### config.mk
export PLATFORM = sky130hd
export DESIGN_NAME = usb_rw_fsm
export DESIGN_NICKNAME = d
export VERILOG_FILES = /design/src/rtl/usb_pkg.sv /design/src/rtl/usb_rw_fsm.sv
export SDC_FILE = /design/constraint.sdc
export NUM_CORES = 1
export LEC_CHECK = 0
export CAP_MARGIN = 30
export CORE_MARGIN = 2
export CORE_UTILIZATION = 45
export CTS_BUF_LIST = sky130_fd_sc_hd__clkbuf_2
export DETAILED_ROUTE_END_ITERATION = 12
export PLACE_DENSITY = 0.83
export SLEW_MARGIN = 30
export SYNTH_ARGS = -nofsm -noshare
export SYNTH_HDL_FRONTEND = slang
export SYNTH_SLANG_ARGS = --single-unit
### constraint.sdc
create_clock -name clk -period 2.3 [get_ports clk]
set_input_delay 0.345 -clock clk [delete_from_list [all_inputs] [get_ports clk]]
set_output_delay 0.345 -clock clk [all_outputs]
set_load 0.03 [all_outputs]
### src/rtl/usb_pkg.sv
`default_nettype none
// ============================================================================
// Module      : usb_pkg
// Description : Shared types and constants for the host-side USB sequencer.
// Revision    : 1.0  initial release
// ============================================================================
package usb_pkg;

    typedef enum logic {
        TXN_OUT = 1'b0,
        TXN_IN  = 1'b1
    } txn_kind_t;

    typedef enum logic [2:0] {
        ST_IDLE       = 3'd0,
        ST_ADDR_ISSUE = 3'd1,
        ST_ADDR_WAIT  = 3'd2,
        ST_DATA_ISSUE = 3'd3,
        ST_DATA_WAIT  = 3'd4,
        ST_RESP       = 3'd5
    } rw_state_t;

    localparam logic [3:0] ADDR_LEN = 4'd2;
    localparam logic [3:0] DATA_LEN = 4'd8;

endpackage
`default_nettype wire

### src/rtl/usb_rw_fsm.sv
`default_nettype none
// ============================================================================
// Module      : usb_rw_fsm
// Description : Turns one memory request into an address OUT plus a data
//               OUT/IN transaction, retrying each phase, one response each.
// Revision    : 1.0  initial release
// ============================================================================
module usb_rw_fsm
    import usb_pkg::*;
#(
    parameter logic [6:0] DEV_ADDR  = 7'd5,
    parameter logic [3:0] ADDR_ENDP = 4'd4,
    parameter logic [3:0] DATA_ENDP = 4'd8,
    parameter int         MAX_RETRY = 8
) (
    input  logic        clk,
    input  logic        rst,
    input  logic        req_valid,
    output logic        req_ready,
    input  logic        req_write,
    input  logic [15:0] req_addr,
    input  logic [63:0] req_wdata,
    output logic        resp_valid,
    output logic        resp_success,
    output logic [63:0] resp_rdata,
    output logic        txn_start,
    output logic        txn_kind,
    output logic [6:0]  txn_dev,
    output logic [3:0]  txn_endp,
    output logic [3:0]  txn_len,
    output logic [63:0] txn_data,
    input  logic        txn_done,
    input  logic        txn_ok,
    input  logic [63:0] txn_rdata
);

    localparam int              CNT_W   = $clog2(MAX_RETRY + 1);
    localparam logic [CNT_W-1:0] CNT_MAX = CNT_W'(MAX_RETRY);

    rw_state_t        state_q, state_d;
    logic [CNT_W-1:0] cnt_q, cnt_d;
    logic             write_q, write_d;
    logic [15:0]      addr_q, addr_d;
    logic [63:0]      wdata_q, wdata_d;

    logic             req_ready_q, req_ready_d;
    logic             resp_valid_q, resp_valid_d;
    logic             resp_success_q, resp_success_d;
    logic [63:0]      resp_rdata_q, resp_rdata_d;
    logic             txn_start_q, txn_start_d;
    txn_kind_t        txn_kind_q, txn_kind_d;
    logic [3:0]       txn_endp_q, txn_endp_d;
    logic [3:0]       txn_len_q, txn_len_d;
    logic [63:0]      txn_data_q, txn_data_d;

    logic             launch_addr;
    logic             launch_data;

    always_comb begin
        state_d        = state_q;
        cnt_d          = cnt_q;
        write_d        = write_q;
        addr_d         = addr_q;
        wdata_d        = wdata_q;
        resp_valid_d   = 1'b0;
        resp_success_d = 1'b0;
        resp_rdata_d   = 64'd0;
        txn_start_d    = 1'b0;
        txn_kind_d     = txn_kind_q;
        txn_endp_d     = txn_endp_q;
        txn_len_d      = txn_len_q;
        txn_data_d     = txn_data_q;
        launch_addr    = 1'b0;
        launch_data    = 1'b0;

        case (state_q)
            ST_IDLE: begin
                if (req_valid) begin
                    write_d     = req_write;
                    addr_d      = req_addr;
                    wdata_d     = req_wdata;
                    cnt_d       = '0;
                    state_d     = ST_ADDR_ISSUE;
                    launch_addr = 1'b1;
                end
            end
            ST_ADDR_ISSUE, ST_DATA_ISSUE: begin
                // Saturating so the counter can never wrap back below the limit
                if (cnt_q != CNT_MAX) cnt_d = cnt_q + CNT_W'(1);
                state_d = (state_q == ST_ADDR_ISSUE) ? ST_ADDR_WAIT : ST_DATA_WAIT;
            end
            ST_ADDR_WAIT: begin
                if (txn_done) begin
                    if (txn_ok) begin
                        cnt_d       = '0;
                        state_d     = ST_DATA_ISSUE;
                        launch_data = 1'b1;
                    end else if (cnt_q < CNT_MAX) begin
                        state_d     = ST_ADDR_ISSUE;
                        launch_addr = 1'b1;
                    end else begin
                        state_d      = ST_RESP;
                        resp_valid_d = 1'b1;
                    end
                end
            end
            ST_DATA_WAIT: begin
                if (txn_done) begin
                    if (txn_ok) begin
                        state_d        = ST_RESP;
                        resp_valid_d   = 1'b1;
                        resp_success_d = 1'b1;
                        resp_rdata_d   = write_q ? 64'd0 : txn_rdata;
                    end else if (cnt_q < CNT_MAX) begin
                        state_d     = ST_DATA_ISSUE;
                        launch_data = 1'b1;
                    end else begin
                        state_d      = ST_RESP;
                        resp_valid_d = 1'b1;
                    end
                end
            end
            ST_RESP: begin
                state_d    = ST_IDLE;
                txn_kind_d = TXN_OUT;
                txn_endp_d = 4'd0;
                txn_len_d  = 4'd0;
                txn_data_d = 64'd0;
            end
            default: state_d = ST_IDLE;
        endcase

        // Outputs are registered, so the launch is programmed one cycle ahead
        if (launch_addr) begin
            txn_start_d = 1'b1;
            txn_kind_d  = TXN_OUT;
            txn_endp_d  = ADDR_ENDP;
            txn_len_d   = ADDR_LEN;
            txn_data_d  = {48'd0, addr_d};
        end
        if (launch_data) begin
            txn_start_d = 1'b1;
            txn_endp_d  = DATA_ENDP;
            txn_kind_d  = write_q ? TXN_OUT : TXN_IN;
            txn_len_d   = write_q ? DATA_LEN : 4'd0;
            txn_data_d  = write_q ? wdata_q : 64'd0;
        end

        req_ready_d = (state_d == ST_IDLE);
    end

    always_ff @(posedge clk) begin
        if (rst) begin
            state_q        <= ST_IDLE;
            cnt_q          <= '0;
            write_q        <= 1'b0;
            addr_q         <= 16'd0;
            wdata_q        <= 64'd0;
            req_ready_q    <= 1'b1;
            resp_valid_q   <= 1'b0;
            resp_success_q <= 1'b0;
            resp_rdata_q   <= 64'd0;
            txn_start_q    <= 1'b0;
            txn_kind_q     <= TXN_OUT;
            txn_endp_q     <= 4'd0;
            txn_len_q      <= 4'd0;
            txn_data_q     <= 64'd0;
        end else begin
            state_q        <= state_d;
            cnt_q          <= cnt_d;
            write_q        <= write_d;
            addr_q         <= addr_d;
            wdata_q        <= wdata_d;
            req_ready_q    <= req_ready_d;
            resp_valid_q   <= resp_valid_d;
            resp_success_q <= resp_success_d;
            resp_rdata_q   <= resp_rdata_d;
            txn_start_q    <= txn_start_d;
            txn_kind_q     <= txn_kind_d;
            txn_endp_q     <= txn_endp_d;
            txn_len_q      <= txn_len_d;
            txn_data_q     <= txn_data_d;
        end
    end

    assign req_ready    = req_ready_q;
    assign resp_valid   = resp_valid_q;
    assign resp_success = resp_success_q;
    assign resp_rdata   = resp_rdata_q;
    assign txn_start    = txn_start_q;
    assign txn_kind     = txn_kind_q;
    assign txn_dev      = DEV_ADDR;
    assign txn_endp     = txn_endp_q;
    assign txn_len      = txn_len_q;
    assign txn_data     = txn_data_q;

endmodule
`default_nettype wire

==> metrics.txt <==
routed via count 6,885; RSZ-0062 raised after global routing no; Hold Startpoint req_wdata[10]; Layout area overhead 47.6%; Sw Pwr 2.16 mW; Reg2Reg Launch Point state_q[1]; I/O pin count 298; Max Cap Viol 0; synthesized instance count 784; Reg-to-Reg End txn_data[60]; wire length per cell 16.7 um; status complete, no violations; Switching Share 27.9%; row cnt 47; r2r worst-path depth 5; slack of the critical path 106 ps; final wirelength 22,500 um; Slew Limit Headroom 62.9%; share of cells above drive strength 1 10.3%; Pint 5.57 mW; Clock Tree Root clkbuf_2; GP Congestion 0.841; vias per cell 5.11; wire length of the first global-routing pass 34,300 um; Worst Path Required 1960 ps; Top FF cell, synth dfxtp_1; Detailed Place HPWL 15,200 um; crit share post-route 95.4%; Die X 134 um; Worst VDD drop 0.692 mV; post-synth cell types 49; Final Hold Fails 0; WHS Endpoint wdata_q[10]; R2R Setup Slk 260 ps; number of placed instances with taps included 1,247; Pwr per Cell Area 686 nW/um^2; leading cell type in the layout, fill and taps excluded clkdlybuf4s50_1; setup TNS 0 ps; TritonCTS buffer count 55; final max-slew violation count 0; Seq cells post-synth 225; Initial Util 46.0%; kind of critical path flip-flop to output port; final net count 1,241; Final setup viols 0; total gr overflow 0; Cells on Worst Hold Path 3; Mean Syn Cell Area 9.74 sq um; Crit path max-delay family buffers and inverters; Tot Pwr 7.73 mW; pin count of the biggest net entering global routing 65; combinational power share 13.6%; htree depth 2; Worst-Margin Slew 553 ps; worst hold slack 86.4 ps; CTS Buffer Depth 3; core box area 16,600 sq um; CTS tree yes; Post-synth EDFFs 0; clock sink total 225; vias in the first global route 6,671; crit path max-delay cell type clkdlybuf4s50_1; fin cells 1,347; Min-Delay Path Class input pin to flip-flop; Remaining DRCs 0; Seq pwr share 53.8%; Critical Path Start Type flip-flop; DRT antenna net count 0; Seq/Total Area, Yosys 59.0%; Post-synth ARST share 0%; clk_lat worst skew 800 ps; Port Buffer Count 286; most frequent cells in the layout clkdlybuf4s50_1, dfxtp_1, nand2_1; clk slew on worst S/H paths 120 ps; worst path cell trace clkdlybuf4s50_1; Synth Warn # 0; critical path buffer and inverter count 1; CP peak stage delay 690 ps; pre-CTS WS 53.5 ps; Peak Freq 456 MHz; Clock Power Share 32.6%; Worst Skew 67.9 ps; Crit Path Max Fanout 2; nature of the critical path endpoint output port; Total Routing Usage GR 23.8%; Starting DRT DRC Count 413; Critical Path Source txn_data[6]; Die Ht 134 um; die area 18,000 sq um; initial antenna violation count 2; Final min period 2190 ps; 1st-pass router iterations 7; static leakage 4.58 nW; CP arrival 1850 ps; Mapped Area 7640 sq um
==> state kept, by name (all words and copies together), names as in the netlist <==
name          flops
addr_q           16
cnt_q             4
req_ready         1
resp_rdata       64
resp_success      1
resp_valid        1
state_q           3
txn_data         64
txn_endp          2
txn_kind          1
txn_len           2
txn_start         1
wdata_q          64
write_q           1
==> worst max path at each step <==
stage	to	cells after the start
after floorplan	txn_data[5]	8
after global placement	txn_data[24]	6
after detailed placement	txn_data[41]	6
after CTS	txn_data[18]	1
after global routing	resp_rdata[2]	1
final	txn_data[6]	1
==> synth_stat cells, types with 3 or more instances <==
master / count / area (sq um)
a22o_1: 49 / 429
a31oi_1: 6 / 37.5
clkbuf_1: 41 / 154
a222oi_1: 15 / 150
buf_2: 17 / 85.1
nor2b_1: 4 / 25.0
or2_2: 3 / 18.8
nor3_1: 4 / 20.0
o31ai_1: 16 / 120
dfxtp_1: 225 / 4500
nand2_1: 167 / 627
nand2b_1: 6 / 37.5
a21oi_1: 98 / 490
buf_4: 13 / 97.6
and2_1: 65 / 407
inv_1: 5 / 18.8
nand3_1: 7 / 35.0
==> power by group through the flow <==
| stage | sequential, mW | clock [mW] | combinational [mW] |
|---|---|---|---|
| after floorplan | 4.31 | 0 | 0.467 |
| after global placement | 4.24 | 0 | 1.02 |
| after detailed placement | 4.25 | 0 | 1.04 |
| after CTS | 4.16 | 2.61 | 1.05 |
| after global routing | 4.18 | 2.80 | 1.14 |
| final | 4.16 | 2.52 | 1.05 |
==> cells by family after synthesis <==
group                    after synthesis  synth area share (%)
buffers and inverters                 78                  4.75
adder cells (fa/ha/maj)                2                 0.328
flip-flops                           225                  59.0
AND/OR/NAND/NOR                      276                  17.8
other                                  2                0.0983
AO/OA/AOI/OAI                        200                  17.9
multiplexers                           1                 0.147
==> routing by layer <==
layer	up-vias	GRT usage (%)	wire (um)
met1	3214	27.4	8510
li1	3326	-	-
met2	319	39.7	11200
met4	0	6.90	293
met3	26	11.0	2480
met5	-	0	0
==> final cells by class <==
type / count / area [sq um]
sequential: 225 / 4500
antenna: 2 / 5.00
clock buffer: 78 / 390
tap: 220 / 275
fill: 1288 / 5310
clock inverter: 15 / 87.6
multi-input combinational: 490 / 2830
inverter: 6 / 22.5
timing repair buffer: 311 / 3160
==> repair_timing <==
action / 4_1_cts / 5_1_grt
hold buffers: 5 / 0
endpoints found under the setup margin: 3 / 12
gates resized for setup: 3 / 12
endpoints found under the hold margin: 21 / 0
setup buffers: 0 / 0
==> metrics by stage <==
stage,cell area (sq um),util [%]
2_1_floorplan,7670,-
3_3_place_gp,10700,64.6
3_5_place_dp,10700,64.6
4_1_cts,11200,67.8
5_1_grt,11300,68.0
6_report,11300,68.0
(Power assumes the default switching activity.)
